<file path="config.mk">
export PLATFORM = sky130hd
export DESIGN_NAME = rand_share_arbiter_flat
export DESIGN_NICKNAME = d
export VERILOG_FILES = /design/src/rtl/rand_share_arbiter_pkg.sv /design/src/rtl/rand_share_arbiter_if.sv /design/src/rtl/rand_share_arbiter_lfsr.sv /design/src/rtl/rand_share_arbiter.sv /design/src/flat_wrapper.sv
export SDC_FILE = /design/constraint.sdc
export NUM_CORES = 1
export LEC_CHECK = 0
export CAP_MARGIN = 20
export CORE_ASPECT_RATIO = 1.75
export CORE_MARGIN = 2
export CORE_UTILIZATION = 40
export CTS_CLUSTER_DIAMETER = 50
export CTS_CLUSTER_SIZE = 30
export DETAILED_ROUTE_END_ITERATION = 7
export PLACE_DENSITY = 0.7
export RECOVER_POWER = 100
export SLEW_MARGIN = 20
export SYNTH_ARGS = -nofsm -noshare
export SYNTH_HDL_FRONTEND = slang
export SYNTH_SLANG_ARGS = --single-unit
</file>
<file path="constraint.sdc">
create_clock -name clk -period 1.8 [get_ports clk]
set_input_delay 0.27 -clock clk [delete_from_list [all_inputs] [get_ports clk]]
set_output_delay 0.27 -clock clk [all_outputs]
set_load 0.1 [all_outputs]
</file>
<file path="src/rtl/rand_share_arbiter_pkg.sv">
// rand_pkg: LFSR tap table and FSM state type shared by the random-share arbiter.
package rand_pkg;

    typedef enum logic {WARMUP, RUN} rand_state_e;

    function automatic logic [7:0] tap_mask(input int w);
        return w == 3 ? 8'b0000_0110 :
               w == 4 ? 8'b0000_1100 :
               w == 5 ? 8'b0001_0100 :
               w == 6 ? 8'b0011_0000 :
               w == 7 ? 8'b0110_0000 :
                        8'b1011_1000;
    endfunction

endpackage

</file>
<file path="src/rtl/rand_share_arbiter_if.sv">
// rand_share_arbiter_if: requester-side bus of the random-share arbiter.
interface rand_share_arbiter_if #(
    parameter int N_REQ = 2,
    parameter int W     = 8
);
    logic             hold;
    logic [N_REQ-1:0] req;
    logic [N_REQ-1:0] gnt;
    logic [W-1:0]     rand_out;
    logic             ready;

    modport master (output hold, req, input gnt, rand_out, ready);
    modport slave (input hold, req, output gnt, rand_out, ready);
endinterface

</file>
<file path="src/rtl/rand_share_arbiter_lfsr.sv">
// lfsr_xnor_core: XNOR-feedback shift register; zero reset state never locks up.
module lfsr_xnor_core
    import rand_pkg::*;
#(
    parameter int W = 8
) (
    input  logic         clk,
    input  logic         reset,
    input  logic         en,
    output logic [W-1:0] q
);
    localparam logic [W-1:0] MASK = W'(tap_mask(W));

    logic [W-1:0] q_q, q_d;

    always_comb q_d = en ? {q_q[W-2:0], ~^(q_q & MASK)} : q_q;

    always_ff @(posedge clk or posedge reset) begin
        if (reset) q_q <= '0;
        else       q_q <= q_d;
    end

    assign q = q_q;
endmodule

</file>
<file path="src/rtl/rand_share_arbiter.sv">
// rand_share_arbiter: round-robin sharing of one LFSR among requesters,
// withholding grants while the LFSR value exceeds MAX_VAL.
module rand_share_arbiter
    import rand_pkg::*;
#(
    parameter int N_REQ   = 2,
    parameter int W       = 8,
    parameter int MAX_VAL = 200,
    parameter int WARM    = 16
) (
    input logic                 clk,
    input logic                 reset,
    rand_share_arbiter_if.slave bus
);
    localparam int PW = N_REQ > 1 ? $clog2(N_REQ) : 1;

    rand_state_e      state_q, state_d;
    logic [7:0]       warm_q, warm_d;
    logic [PW-1:0]    ptr_q, ptr_d;
    logic [N_REQ-1:0] gnt_q, gnt_d;
    logic [W-1:0]     rand_q, rand_d;
    logic             ready_q, ready_d;
    logic [W-1:0]     lfsr;
    logic [PW-1:0]    idx, cand;
    logic             found, advance;

    lfsr_xnor_core #(.W(W)) u_lfsr (
        .clk   (clk),
        .reset (reset),
        .en    (!bus.hold),
        .q     (lfsr)
    );

    always_comb begin
        idx   = ptr_q;
        cand  = ptr_q;
        found = 1'b0;
        // Walk offsets downward so the nearest request above the pointer wins.
        for (int k = N_REQ - 1; k >= 0; k--) begin
            idx = PW'((int'(ptr_q) + k) % N_REQ);
            if (bus.req[idx]) begin
                found = 1'b1;
                cand  = idx;
            end
        end
        advance = !bus.hold && state_q == RUN && found && int'(lfsr) <= MAX_VAL;
        warm_d  = (!bus.hold && state_q == WARMUP) ? warm_q + 8'd1 : warm_q;
        state_d = (!bus.hold && state_q == WARMUP && (WARM == 0 || int'(warm_q) == WARM - 1))
                  ? RUN : state_q;
        ptr_d   = advance ? PW'((int'(cand) + 1) % N_REQ) : ptr_q;
        gnt_d   = advance ? N_REQ'(1) << cand : '0;
        rand_d  = advance ? lfsr : rand_q;
        ready_d = state_d == RUN;
    end

    always_ff @(posedge clk or posedge reset) begin
        if (reset) begin
            state_q <= WARMUP;
            warm_q  <= '0;
            ptr_q   <= '0;
            gnt_q   <= '0;
            rand_q  <= '0;
            ready_q <= 1'b0;
        end else begin
            state_q <= state_d;
            warm_q  <= warm_d;
            ptr_q   <= ptr_d;
            gnt_q   <= gnt_d;
            rand_q  <= rand_d;
            ready_q <= ready_d;
        end
    end

    assign bus.gnt      = gnt_q;
    assign bus.rand_out = rand_q;
    assign bus.ready    = ready_q;
endmodule
</file>
<file path="src/flat_wrapper.sv">
// flat-port wrapper written by rule: the top's interface ports become plain ports
module rand_share_arbiter_flat import rand_pkg::*;
#(
    parameter int N_REQ   = 2,
    parameter int W       = 8,
    parameter int MAX_VAL = 200,
    parameter int WARM    = 16
)
  (clk, reset, bus_hold, bus_req, bus_gnt, bus_rand_out, bus_ready);
  rand_share_arbiter_if #(.N_REQ(N_REQ), .W(W)) bus_i ();
  input logic clk;
  input logic reset;
  input wire logic [$bits(bus_i.hold)-1:0] bus_hold;
  input wire logic [$bits(bus_i.req)-1:0] bus_req;
  output wire logic [$bits(bus_i.gnt)-1:0] bus_gnt;
  output wire logic [$bits(bus_i.rand_out)-1:0] bus_rand_out;
  output wire logic [$bits(bus_i.ready)-1:0] bus_ready;
  assign bus_i.hold = bus_hold;
  assign bus_i.req = bus_req;
  assign bus_gnt = bus_i.gnt;
  assign bus_rand_out = bus_i.rand_out;
  assign bus_ready = bus_i.ready;
  rand_share_arbiter #(.N_REQ(N_REQ), .W(W), .MAX_VAL(MAX_VAL), .WARM(WARM)) u_core (.clk(clk), .reset(reset), .bus(bus_i));
endmodule
</file>
# [Word-level counts from Yosys, hierarchy flattened]
# Cells that the tools add are included.
[word_totals] word_cells=31 reg_bits=28 input_bits=5
[op_classes] n_eq_ne=1 addsub=3 reduce_logical=7 order_cmp=3 n_mux=9 bitwise=1 shifts=1
[op_table] op="$add 8x1->8 const B" n=1
[op_table] op="$eq 8x5->1 const B" n=1
[op_table] op="$le 8x8->1 const B" n=1
[op_table] op="$mux 1" n=8
[op_table] op="$reduce_xnor 8->1" n=1
[op_table] op="$logic_and 1x1->1" n=5
[op_table] op="$lt 1x2->1 const B" n=2
[op_table] op="$add 1x1->1 const B" n=2
[op_table] op="$mux 2" n=1
[op_table] op="$shl 1x1->2 const A" n=1
[op_table] op="$logic_not 1->1" n=1
[op_table] op="$not 1->1" n=1

# [Logic depth before layout (Yosys ltp)]
[logic_depth] ltp_word=8 ltp_mapped=7 depth_no_buf=6

# [Hierarchy]
# A second synthesis with hierarchy kept.
[hier_totals] hier_cells=91 area_unflattened_um2=1194.9
[by_module_without_submodules] mod="rand_share_arbiter" instances=1 cells_each=70 area_each_um2=865.8
[by_module_without_submodules] mod="lfsr_xnor_core" instances=1 cells_each=21 area_each_um2=329.1

# [Least setup slack after synthesis]
# No wires, ideal clock.
[synth_timing] path_type="reg-to-reg" start="register u_core.state_q" end="register u_core.rand_q[0] (netlist: u_core.bus.rand_out[0])" path_slack_ns=-0.184 t_arrival_ns=1.859 t_required_ns=1.675 setup_ns=0.125 stages_incl_launch_ff=6 cell_sequence="dfrtp_1 > and2b_1 > o21ai_2 > nand2b_1 > buf_6 > mux2_4"
[synth_between] elab_chain_len=3
[synth_lines] item="start: declaration" line="rand_share_arbiter.sv:17" source="rand_state_e state_q, state_d;"
[synth_lines] item="start signal: assignment" line="rand_share_arbiter.sv:65" source="state_q <= state_d;"
[synth_lines] item="$logic_and 1x1->1 (3 in a row)" line="rand_share_arbiter.sv:46" source="advance = !bus.hold && state_q == RUN && found && int'(lfsr) <= MAX_VAL;"
[synth_lines] item="end signal: assignment" line="rand_share_arbiter.sv:69" source="rand_q <= rand_d;"
[synth_lines] item="end: declaration" line="rand_share_arbiter.sv:21" source="logic [W-1:0] rand_q, rand_d;"
# Every way passes these cells.
# A chain may end at the register's enable or synchronous reset.

# [Worst setup path after layout]
[layout_timing] start="input port bus_hold" end="register u_core.warm_q[5]"
[layout_between] elab_chain_len=2
[layout_lines] item="start: declaration" line="flat_wrapper.sv:13" source="input wire logic [$bits(bus_i.hold)-1:0] bus_hold;"
[layout_lines] item="$logic_not 1->1"
[layout_lines] item="$logic_and 1x1->1" line="rand_share_arbiter.sv:47" source="warm_d = (!bus.hold && state_q == WARMUP) ? warm_q + 8'd1 : warm_q;"
[layout_lines] item="end signal: assignment" line="rand_share_arbiter.sv:66" source="warm_q <= warm_d;"
[layout_lines] item="end: declaration" line="rand_share_arbiter.sv:18" source="logic [7:0] warm_q, warm_d;"
# Every way passes these cells.

==> out/results.txt <==
max cap viols: 0
root buf cell: clkbuf_8
drt wl/cell: 13.74 µm
Clock Latency Late Sink: 0.27 ns
standard-cell rows: 26
gpl congestion: 0.7052
Worst Hold Class: flip-flop to flip-flop
DRT Pass-1 Iters: 3
grt ovf: 0
critical-path cell list: dlygate4sd3_1 -> clkbuf_4 -> or3b_1 -> nor3_2 -> clkbuf_4 -> xor2_1
core area: 0.002928 mm²
cell count after synthesis: 93
post-synthesis sequential area ratio: 0.5657
yosys warns: 0
fmax: 0.5891 GHz
syn_nets: 101
startpoint class of the critical path: input pin
FILL cells: 285
CTS tree: yes
port bufs: 15
slowest stage cell, crit path: dlygate4sd3_1
Distinct cells, synth: 31
Max Root-Sink Buffers: 2
area growth from synthesis to layout: 17.37%
diode count: 0
CP peak stage delay: 0.54 ns
first-pass GRT wire length: 3456 µm
GRT Overall Usage: 0.1324
Post-DRT Antenna Nets: 0
Final Hold Fails: 0
min cycle time layout: 1.697 ns
initial antenna violation count: 0
Vias: 747
Post-CTS Setup Repair Bufs: 0
crit share post-route: 0.9430
max-slew violations: 0
Top Family by Delay on Critical Path: buffers and inverters
Worst-path clk slew: 0.09 ns
DRT iter0 DRCs: 10
cell with the most instances on the worst path: clkbuf_4
Starting Density: 0.4231
clock skew: 0.005155 ns
Layout Nets: 125
H-tree levels: 1
total CTS buffers: 3
critical path peak fanout: 3
Die Span X: 46.07 µm
RSZ-0062 raised after global routing: no
post-route cell area: 0.001454 mm²
vias per cell: 5.188
Yosys reg bits: 28
CP Class: input pin to flip-flop
final number of setup-violating endpoints: 0
dpl hpwl: 1518 µm
Avg Cell Area, Syn: 13.32 µm²
vias in the first global route: 771
buffer and inverter count on the worst path: 3
cts repair resizes: 0
Detailed Route WL: 1978 µm
Cell Area, Synth: 0.001239 mm²
CP arrival: 1.90 ns
die height: 77.62 µm
ratio of cells with drive above 1 in the final layout: 0.3276
worst slew pin tran: 0.6690 ns
run status: finished clean
Post-CTS Hold Fix Bufs: 0
largest net degree at the start of global routing: 29
Top Ports: 16
Sink Count: 28
final routed DRC violation total: 0
Cell Area, Placed: 0.001440 mm²
CP Capture Type: flip-flop
Slew HR: 0.5540
Req. time, crit path: 2.00 ns
die area: 0.003575 mm²
-- cells in the final DEF (no fill, tap or decap), types with 2 or more instances in the layout --
cell,Yosys,final
o22a_1,2,2
dlygate4sd3_1,0,2
dfrtp_1,28,28
clkbuf_1,0,3
xnor2_1,4,4
xor2_1,5,5
o21ai_0,2,2
nor2_1,3,3
clkbuf_8,0,3
clkbuf_4,0,2
mux2_2,7,7
ha_1,3,3
mux2_4,6,6
nand2_1,6,6
nand3_1,3,3
clkdlybuf4s50_1,0,2
a31oi_1,2,2
clkbuf_2,0,11
inv_1,4,4
-- metal layers --
layer  wire length [µm]  up-vias  global-route usage  part of all wire
li1                   -      363                   -                 -
met5                  0        -                   0                 0
met4                 47        0             0.06857             0.024
met3                 40        5             0.02093             0.020
met1                812      367              0.1519              0.41
met2               1077       12              0.2222              0.54
-- registers in the layout, indices dropped and copies added (netlist names) --
| register | count |
|---|---|
| u_core.bus.rand_out | 8 |
| u_core.u_lfsr.q | 8 |
| u_core.warm_q | 8 |
| u_core.bus.gnt | 2 |
| u_core.ptr_q | 1 |
| u_core.state_q | 1 |
-- path summary, 6_finish.rpt --
check                                   start                endpoint  slack, ns  cells after the start
max                                  bus_hold        u_core.warm_q[5]       0.10                      6
min                              u_core.ptr_q       u_core.bus.gnt[0]       0.46                      1
max reg2reg                u_core.u_lfsr.q[4]  u_core.bus.rand_out[2]       0.14                      6
min reg2reg                      u_core.ptr_q       u_core.bus.gnt[0]       0.46                      1
max in group asynchronous               reset       u_core.bus.gnt[1]       0.76                      3
min in group asynchronous               reset        u_core.warm_q[6]       0.61                      3
-- layout make-up --
class | instances | area [µm²] | share of cell area
Multi-Input combinational cell | 59 | 513.0 | 0.3528
Tap cell | 28 | 35.03 | 0.02410
Timing Repair Buffer | 21 | 145.1 | 0.09983
Clock buffer | 4 | 45.04 | 0.03098
Sequential cell | 28 | 700.7 | 0.4819
Inverter | 4 | 15.01 | 0.01033
-- kinds of logic (layout without fill, tap and decap cells) --
| group | Yosys count | count (layout) | synth area share |
|---|---|---|---|
| DFF | 28 | 28 | 0.5657 |
| AOI/OAI and AO/OA | 12 | 12 | 0.07374 |
| and+or+nand+nor | 21 | 21 | 0.09799 |
| muxes | 14 | 14 | 0.1445 |
| xor gates and xnor gates | 9 | 9 | 0.06363 |
| buffers and inverters | 6 | 29 | 0.02424 |
| adders and majority gates | 3 | 3 | 0.03031 |
-- synth_stat cells (all sizes together) --
cell	instances	area (µm²)
and2b	1	7.510
a21o	1	7.510
o22a	2	17.52
a31oi	2	12.51
o211ai	1	12.51
nor3	1	10.01
ha	3	37.54
nand3	3	15.01
and2	1	6.260
xor2	5	43.79
and3	1	7.510
nand4bb	1	11.26
a21oi	1	5.000
xnor2	4	35.03
a21bo	1	10.01
nor4	1	6.260
buf	2	15.01
mux2	13	168.9
nor2	3	11.26
dfrtp	28	700.7
or3b	1	11.26
o21ai	3	18.77
nand2b	1	6.260
mux2i	1	10.01
inv	4	15.01
nand2	6	22.52
or2	1	6.260
a21boi	1	7.510
-- per-stage QoR --
step | TNS (ns) | hold WS (ns) | std cells | utilization | setup WS, ns
6_report | 0 | 0.4632 | 144 | 0.4966 | 0.1025
5_1_grt | 0 | 0.4800 | 144 | 0.4966 | 0.02021
4_1_cts | 0 | 0.3639 | 144 | 0.5073 | 0.008781
3_5_place_dp | -0.2920 | 0.4504 | 140 | 0.4919 | -0.04938
3_3_place_gp | -0.1477 | 0.4265 | 140 | 0.4919 | -0.02502
2_1_floorplan | 0 | 0.3353 | 93 | - | 0.1109
Power is not shown: default switching activity piles up to over one toggle a cycle in this logic, so the estimate is an artifact.
